===== src/rtl/gf16_div2_seq_pkg.sv =====
// Shared GF(2^4) definitions for the divide-by-x engine: field polynomial,
// multiplicative group order and FSM state encodings.
package gf16_div2_seq_pkg;

  localparam logic [3:0]  GF16_POLY_LO = 4'b0011;
  localparam int unsigned GF16_ORDER   = 15;

  typedef enum logic [1:0] {
    ST_IDLE = 2'd0,
    ST_RUN  = 2'd1,
    ST_FIN  = 2'd2
  } state_t;

endpackage


===== src/rtl/gf16_div2_step.sv =====
// One GF(2^4) inverse-doubling step (a * x^-1), purely combinational.
// Odd operands get the polynomial folded in so the shift-out bit is zero.
module gf16_div2_step
  import gf16_div2_seq_pkg::*;
#(
  parameter logic [3:0] POLY_LO = GF16_POLY_LO
) (
  input  logic [3:0] i_a,
  output logic [3:0] o_q
);

  logic [4:0] w_red;

  assign w_red = i_a[0] ? ({1'b0, i_a} ^ {1'b1, POLY_LO}) : {1'b0, i_a};
  assign o_q   = w_red[4:1];

endmodule


===== src/rtl/gf16_div2_seq.sv =====
// Sequential D_OUT = D_IN * x^-N, one step per clock; DONE lands N+1 cycles after accept.
// GF16_DIV_EARLY_DONE_EN: zero operand or N mod 15 == 0 skips straight to FIN.
module gf16_div2_seq
  import gf16_div2_seq_pkg::*;
#(
  parameter logic [3:0] POLY_LO = GF16_POLY_LO,
  parameter int         CNT_W   = 4
) (
  input  logic             CLK,
  input  logic             RST,
  input  logic             START,
  input  logic [3:0]       D_IN,
  input  logic [CNT_W-1:0] N_IN,
  output logic             BUSY,
  output logic             DONE,
  output logic [3:0]       D_OUT
);

  state_t           r_state, w_state_nxt;
  logic [3:0]       r_acc, w_acc_nxt, w_step;
  logic [CNT_W-1:0] r_cnt, w_cnt_nxt;
  logic             r_busy, w_busy_nxt;
  logic             r_done, w_done_nxt;
  logic [3:0]       r_dout, w_dout_nxt;
  logic             w_skip;

`ifdef GF16_DIV_EARLY_DONE_EN
  assign w_skip = (D_IN == 4'h0) || ((32'(N_IN) % GF16_ORDER) == 32'd0);
`else
  assign w_skip = (N_IN == '0);
`endif

  gf16_div2_step #(.POLY_LO(POLY_LO)) u_step (
    .i_a (r_acc),
    .o_q (w_step)
  );

  always_comb begin
    w_state_nxt = r_state;
    w_acc_nxt   = r_acc;
    w_cnt_nxt   = r_cnt;
    w_busy_nxt  = r_busy;
    w_done_nxt  = 1'b0;
    w_dout_nxt  = r_dout;
    case (r_state)
      ST_IDLE: begin
        if (START) begin
          w_acc_nxt   = D_IN;
          w_cnt_nxt   = N_IN;
          w_busy_nxt  = 1'b1;
          w_state_nxt = w_skip ? ST_FIN : ST_RUN;
        end
      end
      ST_RUN: begin
        w_acc_nxt = w_step;
        w_cnt_nxt = r_cnt - CNT_W'(1);
        if (r_cnt == CNT_W'(1)) w_state_nxt = ST_FIN;
      end
      ST_FIN: begin
        w_dout_nxt  = r_acc;
        w_done_nxt  = 1'b1;
        w_busy_nxt  = 1'b0;
        w_state_nxt = ST_IDLE;
      end
      default: w_state_nxt = ST_IDLE;
    endcase
  end

  always_ff @(posedge CLK or posedge RST) begin
    if (RST) begin
      r_state <= ST_IDLE;
      r_acc   <= 4'h0;
      r_cnt   <= '0;
      r_busy  <= 1'b0;
      r_done  <= 1'b0;
      r_dout  <= 4'h0;
    end else begin
      r_state <= w_state_nxt;
      r_acc   <= w_acc_nxt;
      r_cnt   <= w_cnt_nxt;
      r_busy  <= w_busy_nxt;
      r_done  <= w_done_nxt;
      r_dout  <= w_dout_nxt;
    end
  end

  assign BUSY  = r_busy;
  assign DONE  = r_done;
  assign D_OUT = r_dout;

endmodule

===== config.mk =====
export PLATFORM = sky130hd
export DESIGN_NAME = gf16_div2_seq
export DESIGN_NICKNAME = d
export VERILOG_FILES = /design/src/rtl/gf16_div2_seq_pkg.sv /design/src/rtl/gf16_div2_step.sv /design/src/rtl/gf16_div2_seq.sv
export SDC_FILE = /design/constraint.sdc
export NUM_CORES = 1
export LEC_CHECK = 0
export ABC_AREA = 1
export BUFFER_PORTS_ARGS = -buffer_cell sky130_fd_sc_hd__buf_4
export CORE_UTILIZATION = 46
export DETAILED_ROUTE_END_ITERATION = 8
export HOLD_SLACK_MARGIN = 0.15
export PLACE_DENSITY_LB_ADDON = 0.12
export RECOVER_POWER = 50
export SLEW_MARGIN = 30
export SYNTH_ARGS = -nofsm -noshare
export SYNTH_HDL_FRONTEND = slang
export SYNTH_SLANG_ARGS = --single-unit

===== constraint.sdc =====
create_clock -name CLK -period 1.1 [get_ports CLK]
set_input_delay 0.055 -clock CLK [delete_from_list [all_inputs] [get_ports CLK]]
set_output_delay 0.055 -clock CLK [all_outputs]
set_load 0.01 [all_outputs]

==> flow_results.xml <==
<?xml version="1.0" encoding="UTF-8"?>
<metrics>
  <group name="synth">
    <metric name="ys_top_cells_by_area" unit="">dfrtp_1 49%, nand2_1 14%, o21ai_2 7.5%</metric>
    <metric name="post-synth-top-area-fraction" unit="%">49.0</metric>
    <metric name="syn_avg_cell_area" unit="um^2">8.25</metric>
    <metric name="netlist_area" unit="um^2">817</metric>
    <metric name="synth_cell_type_count" unit="">15</metric>
    <metric name="synth_fp_nets" unit="">112</metric>
    <metric name="yosysWarnings" unit="">0</metric>
    <metric name="ys_seq_elements" unit="">16</metric>
    <metric name="syn_inst" unit="">99</metric>
    <metric name="ys_seq_area_share" unit="%">49.0</metric>
    <metric name="synth_area_leader_cell" unit="">dfrtp_1</metric>
  </group>
  <group name="power">
    <metric name="combinationalPowerShare" unit="%">62.5</metric>
    <metric name="total_power" unit="mW">3.88</metric>
    <metric name="fraction_of_power_consumed_by_the_clock_network" unit="%">10.4</metric>
    <metric name="seq_power_share" unit="%">27.0</metric>
    <metric name="vdd_ir_drop_max" unit="uV">1860</metric>
    <metric name="total_leakage_power" unit="nW">0.665</metric>
    <metric name="sw_frac_of_total" unit="%">43.6</metric>
    <metric name="pwr_density_cell" unit="nW/um^2">2970</metric>
    <metric name="total_switching_power" unit="mW">1.69</metric>
    <metric name="p_int" unit="mW">2.19</metric>
  </group>
  <group name="timing">
    <metric name="finalCriticalPeriod" unit="ns">1.17</metric>
    <metric name="fmaxAchievable" unit="MHz">854</metric>
    <metric name="finalSetupViolations" unit="">5</metric>
    <metric name="slew_margin_rel" unit="%">72.1</metric>
    <metric name="grt_setup_unrepaired" unit="">yes</metric>
    <metric name="worstMarginPinSlew" unit="ns">0.419</metric>
    <metric name="final.setup_skew" unit="ns">0.00902</metric>
    <metric name="worst_setup_margin" unit="ns">-0.0705</metric>
    <metric name="slew_violations" unit="">0</metric>
    <metric name="timing.final.crit_share" unit="%">106</metric>
    <metric name="hold_viol" unit="">0</metric>
  </group>
  <group name="route">
    <metric name="detail_route.drc_violations" unit="">0</metric>
    <metric name="mean_number_of_vias_per_cell" unit="">5.25</metric>
    <metric name="antenna_left" unit="">0</metric>
    <metric name="detail_route.iter0.violations" unit="">31</metric>
    <metric name="detail_route.wirelength" unit="mm">2.34</metric>
    <metric name="detail_route.wl_per_cell" unit="um">15.2</metric>
    <metric name="via_count" unit="">808</metric>
    <metric name="detailedRoute.firstPassIterationCount" unit="">6</metric>
  </group>
  <group name="setup_path">
    <metric name="timing.reg2reg.setup_slack" unit="ns">-0.07</metric>
    <metric name="endpoint_of_the_worst_slack_reg_to_reg_timing_path" unit="">r_cnt[2]$_DFFE_PP0P_</metric>
    <metric name="timing.critical_path.to" unit="">r_cnt[2]$_DFFE_PP0P_</metric>
    <metric name="critPathKind" unit="">reg2reg</metric>
    <metric name="r2r_start" unit="">r_state[0]$_DFFE_PP0P_</metric>
    <metric name="ff2ff_path_depth" unit="">6</metric>
    <metric name="critPathRequiredTime" unit="ns">1.28</metric>
    <metric name="cp.arrival" unit="ns">1.36</metric>
    <metric name="critical_path.startpoint" unit="">r_state[0]$_DFFE_PP0P_</metric>
    <metric name="worstSetupEndpointType" unit="">flop</metric>
    <metric name="crit_path_max_fanout" unit="">4</metric>
    <metric name="worstSetupStartpointType" unit="">flop</metric>
  </group>
  <group name="global_routing">
    <metric name="grt_first_pass_wirelength" unit="mm">2.99</metric>
    <metric name="busiest_layer" unit="">met2</metric>
    <metric name="first_global_vias" unit="">672</metric>
    <metric name="grt_overflow_total" unit="">0</metric>
    <metric name="antenna_found_initial" unit="">0</metric>
    <metric name="grtUsageMet2" unit="%">31.5</metric>
    <metric name="global_routing_usage_summed_across_all_routing_layers" unit="%">21.6</metric>
    <metric name="grt_util_met1" unit="%">30.3</metric>
    <metric name="grt_max_degree" unit="">17</metric>
    <metric name="grt_use_met3" unit="%">4.90</metric>
  </group>
  <group name="layout">
    <metric name="fin_nets" unit="">152</metric>
    <metric name="layout.cells.non_filler" unit="">154</metric>
    <metric name="share_of_layout_cells_above_drive_strength_1" unit="%">48.6</metric>
    <metric name="final_cell_mix" unit="">24 x nand2_1, 21 x buf_4, 15 x dfrtp_1</metric>
    <metric name="areaGrowthSynthToFinish" unit="%">59.7</metric>
    <metric name="postLayoutCoreUtil" unit="%">82.8</metric>
    <metric name="layout.cells.most_common" unit="">nand2_1</metric>
    <metric name="antenna_cells_inserted" unit="">0</metric>
  </group>
  <group name="floorplanning">
    <metric name="dieHeight" unit="um">44.1</metric>
    <metric name="dieArea" unit="um^2">1950</metric>
    <metric name="coreArea" unit="um^2">1580</metric>
    <metric name="ios" unit="">17</metric>
    <metric name="rows" unit="">14</metric>
    <metric name="initial_utilization" unit="%">51.8</metric>
    <metric name="die-width" unit="um">44.1</metric>
  </group>
  <group name="clocking">
    <metric name="ctsLongestPathBuffers" unit="">2</metric>
    <metric name="clkSlewWorstSetupHoldPaths" unit="ns">0.10</metric>
    <metric name="clock_tree.root_cell" unit="">clkbuf_4</metric>
    <metric name="clkSinkCount" unit="">16</metric>
    <metric name="cts_made_buffers" unit="">3</metric>
    <metric name="clock_insertion_delay_worst_skew" unit="ns">0.30</metric>
    <metric name="htree_num_levels" unit="">1</metric>
    <metric name="tritoncts" unit="">done</metric>
  </group>
  <group name="outcome">
    <metric name="run_status" unit="">complete, but fails checks</metric>
    <metric name="failing_checks" unit="">negative setup slack</metric>
  </group>
  <group name="place">
    <metric name="gpl.final_weighted_congestion" unit="">0.720</metric>
    <metric name="numPortBuffers" unit="">16</metric>
    <metric name="post-place-cells" unit="">137</metric>
    <metric name="place_hpwl" unit="mm">1.21</metric>
  </group>
  <group name="worst_hold_path">
    <metric name="hold_wc_path_type" unit="">in2async</metric>
  </group>
  <group name="job">
    <metric name="cap_viol_max_count" unit="">0</metric>
  </group>
</metrics>
==> state kept, by name, indices dropped and copies added, names as in the netlist <==
register,count
BUSY,1
DONE,1
D_OUT,4
r_acc,4
r_cnt,4
r_state,2
==> power groups by stage <==
stage / Clock [mW] / Combinational (mW) / Sequential (mW)
floorplan: 0 / 1.10 / 1.06
global route: 0.433 / 2.63 / 1.08
global placement: 0 / 1.64 / 1.02
detailed placement: 0 / 1.70 / 1.03
finish: 0.405 / 2.42 / 1.05
CTS: 0.409 / 1.76 / 1.02
==> logic make-up after synthesis <==
logic type / synth area share (%)
AOI/OAI and AO/OA: 13.6
buffers and inverters: 9.65
adders and majority gates: 3.06
and+or+nand+nor: 24.7
DFF: 49.0
==> worst max-delay path: stages (launching register included) <==
cell and delay (ns):
dfrtp_1 0.45, inv_2 0.10, nand3_4 0.09, nand2_4 0.11, inv_1 0.09, nand2_1 0.12
nand3_2 0.10
==> cell usage after synthesis <==
| cell | count |
|---|---|
| nand2_1 | 31 |
| dfrtp_1 | 16 |
| inv_1 | 12 |
| nand3_1 | 7 |
| o21ai_2 | 7 |
| o21ai_0 | 5 |
| nor2_1 | 4 |
| o21ai_1 | 4 |
| inv_2 | 3 |
| nand2_2 | 3 |
| buf_6 | 2 |
| ha_1 | 2 |
| a21oi_1 | 1 |
| nand3_2 | 1 |
| or2_2 | 1 |
==> layout make-up <==
| cell class | count | area, um^2 |
|---|---|---|
| fillers | 101 | 272 |
| clock buffers | 4 | 36.3 |
| inverters | 15 | 56.3 |
| flip-flops and latches | 16 | 402 |
| multi-input cells | 66 | 449 |
| repair buffers | 37 | 342 |
| well taps | 16 | 20.0 |
==> stage by stage <==
step | hold WS [ns] | setup TNS [ns] | worst slack, ns | area, um^2
floorplan | -0.0313 | 0 | 0.00396 | 820
detailed placement | 0.0796 | 0 | 0.00481 | 1010
global route | 0.425 | -0.469 | -0.0890 | 1310
CTS | 0.321 | 0 | 0.000148 | 1150
global placement | 0.0781 | 0 | 0.0342 | 1010
finish | 0.378 | -0.113 | -0.0705 | 1310
==> worst min-delay path by stage <==
stage	start	end
floorplan	RST	BUSY$_DFFE_PP0P_
global placement	RST	D_OUT[0]$_DFFE_PP0P_
detailed placement	RST	D_OUT[1]$_DFFE_PP0P_
CTS	RST	BUSY$_DFFE_PP0P_
global route	RST	r_cnt[3]$_DFFE_PP0P_
finish	RST	BUSY$_DFFE_PP0P_
==> routing by layer <==
layer / wire length (um) / part of all wire [%] / vias to the layer above
met1: 973 / 42 / 379
met2: 1200 / 51 / 34
met3: 113 / 4.8 / 6
met5: 0 / 0 / -
met4: 53 / 2.3 / 0
li1: - / - / 389
==> timing repair <==
| item | in CTS | in global routing |
|---|---|---|
| pin swaps | 0 | 11 |
| cloned | 0 | 1 |
| hold buffers | 10 | 0 |
| setup buffers | 1 | 1 |
| setup endpoints to repair | 2 | 9 |
| resized for setup | 2 | 31 |
| hold endpoints to repair | 27 | 0 |
Note: power is estimated with default switching activity, not from simulation.
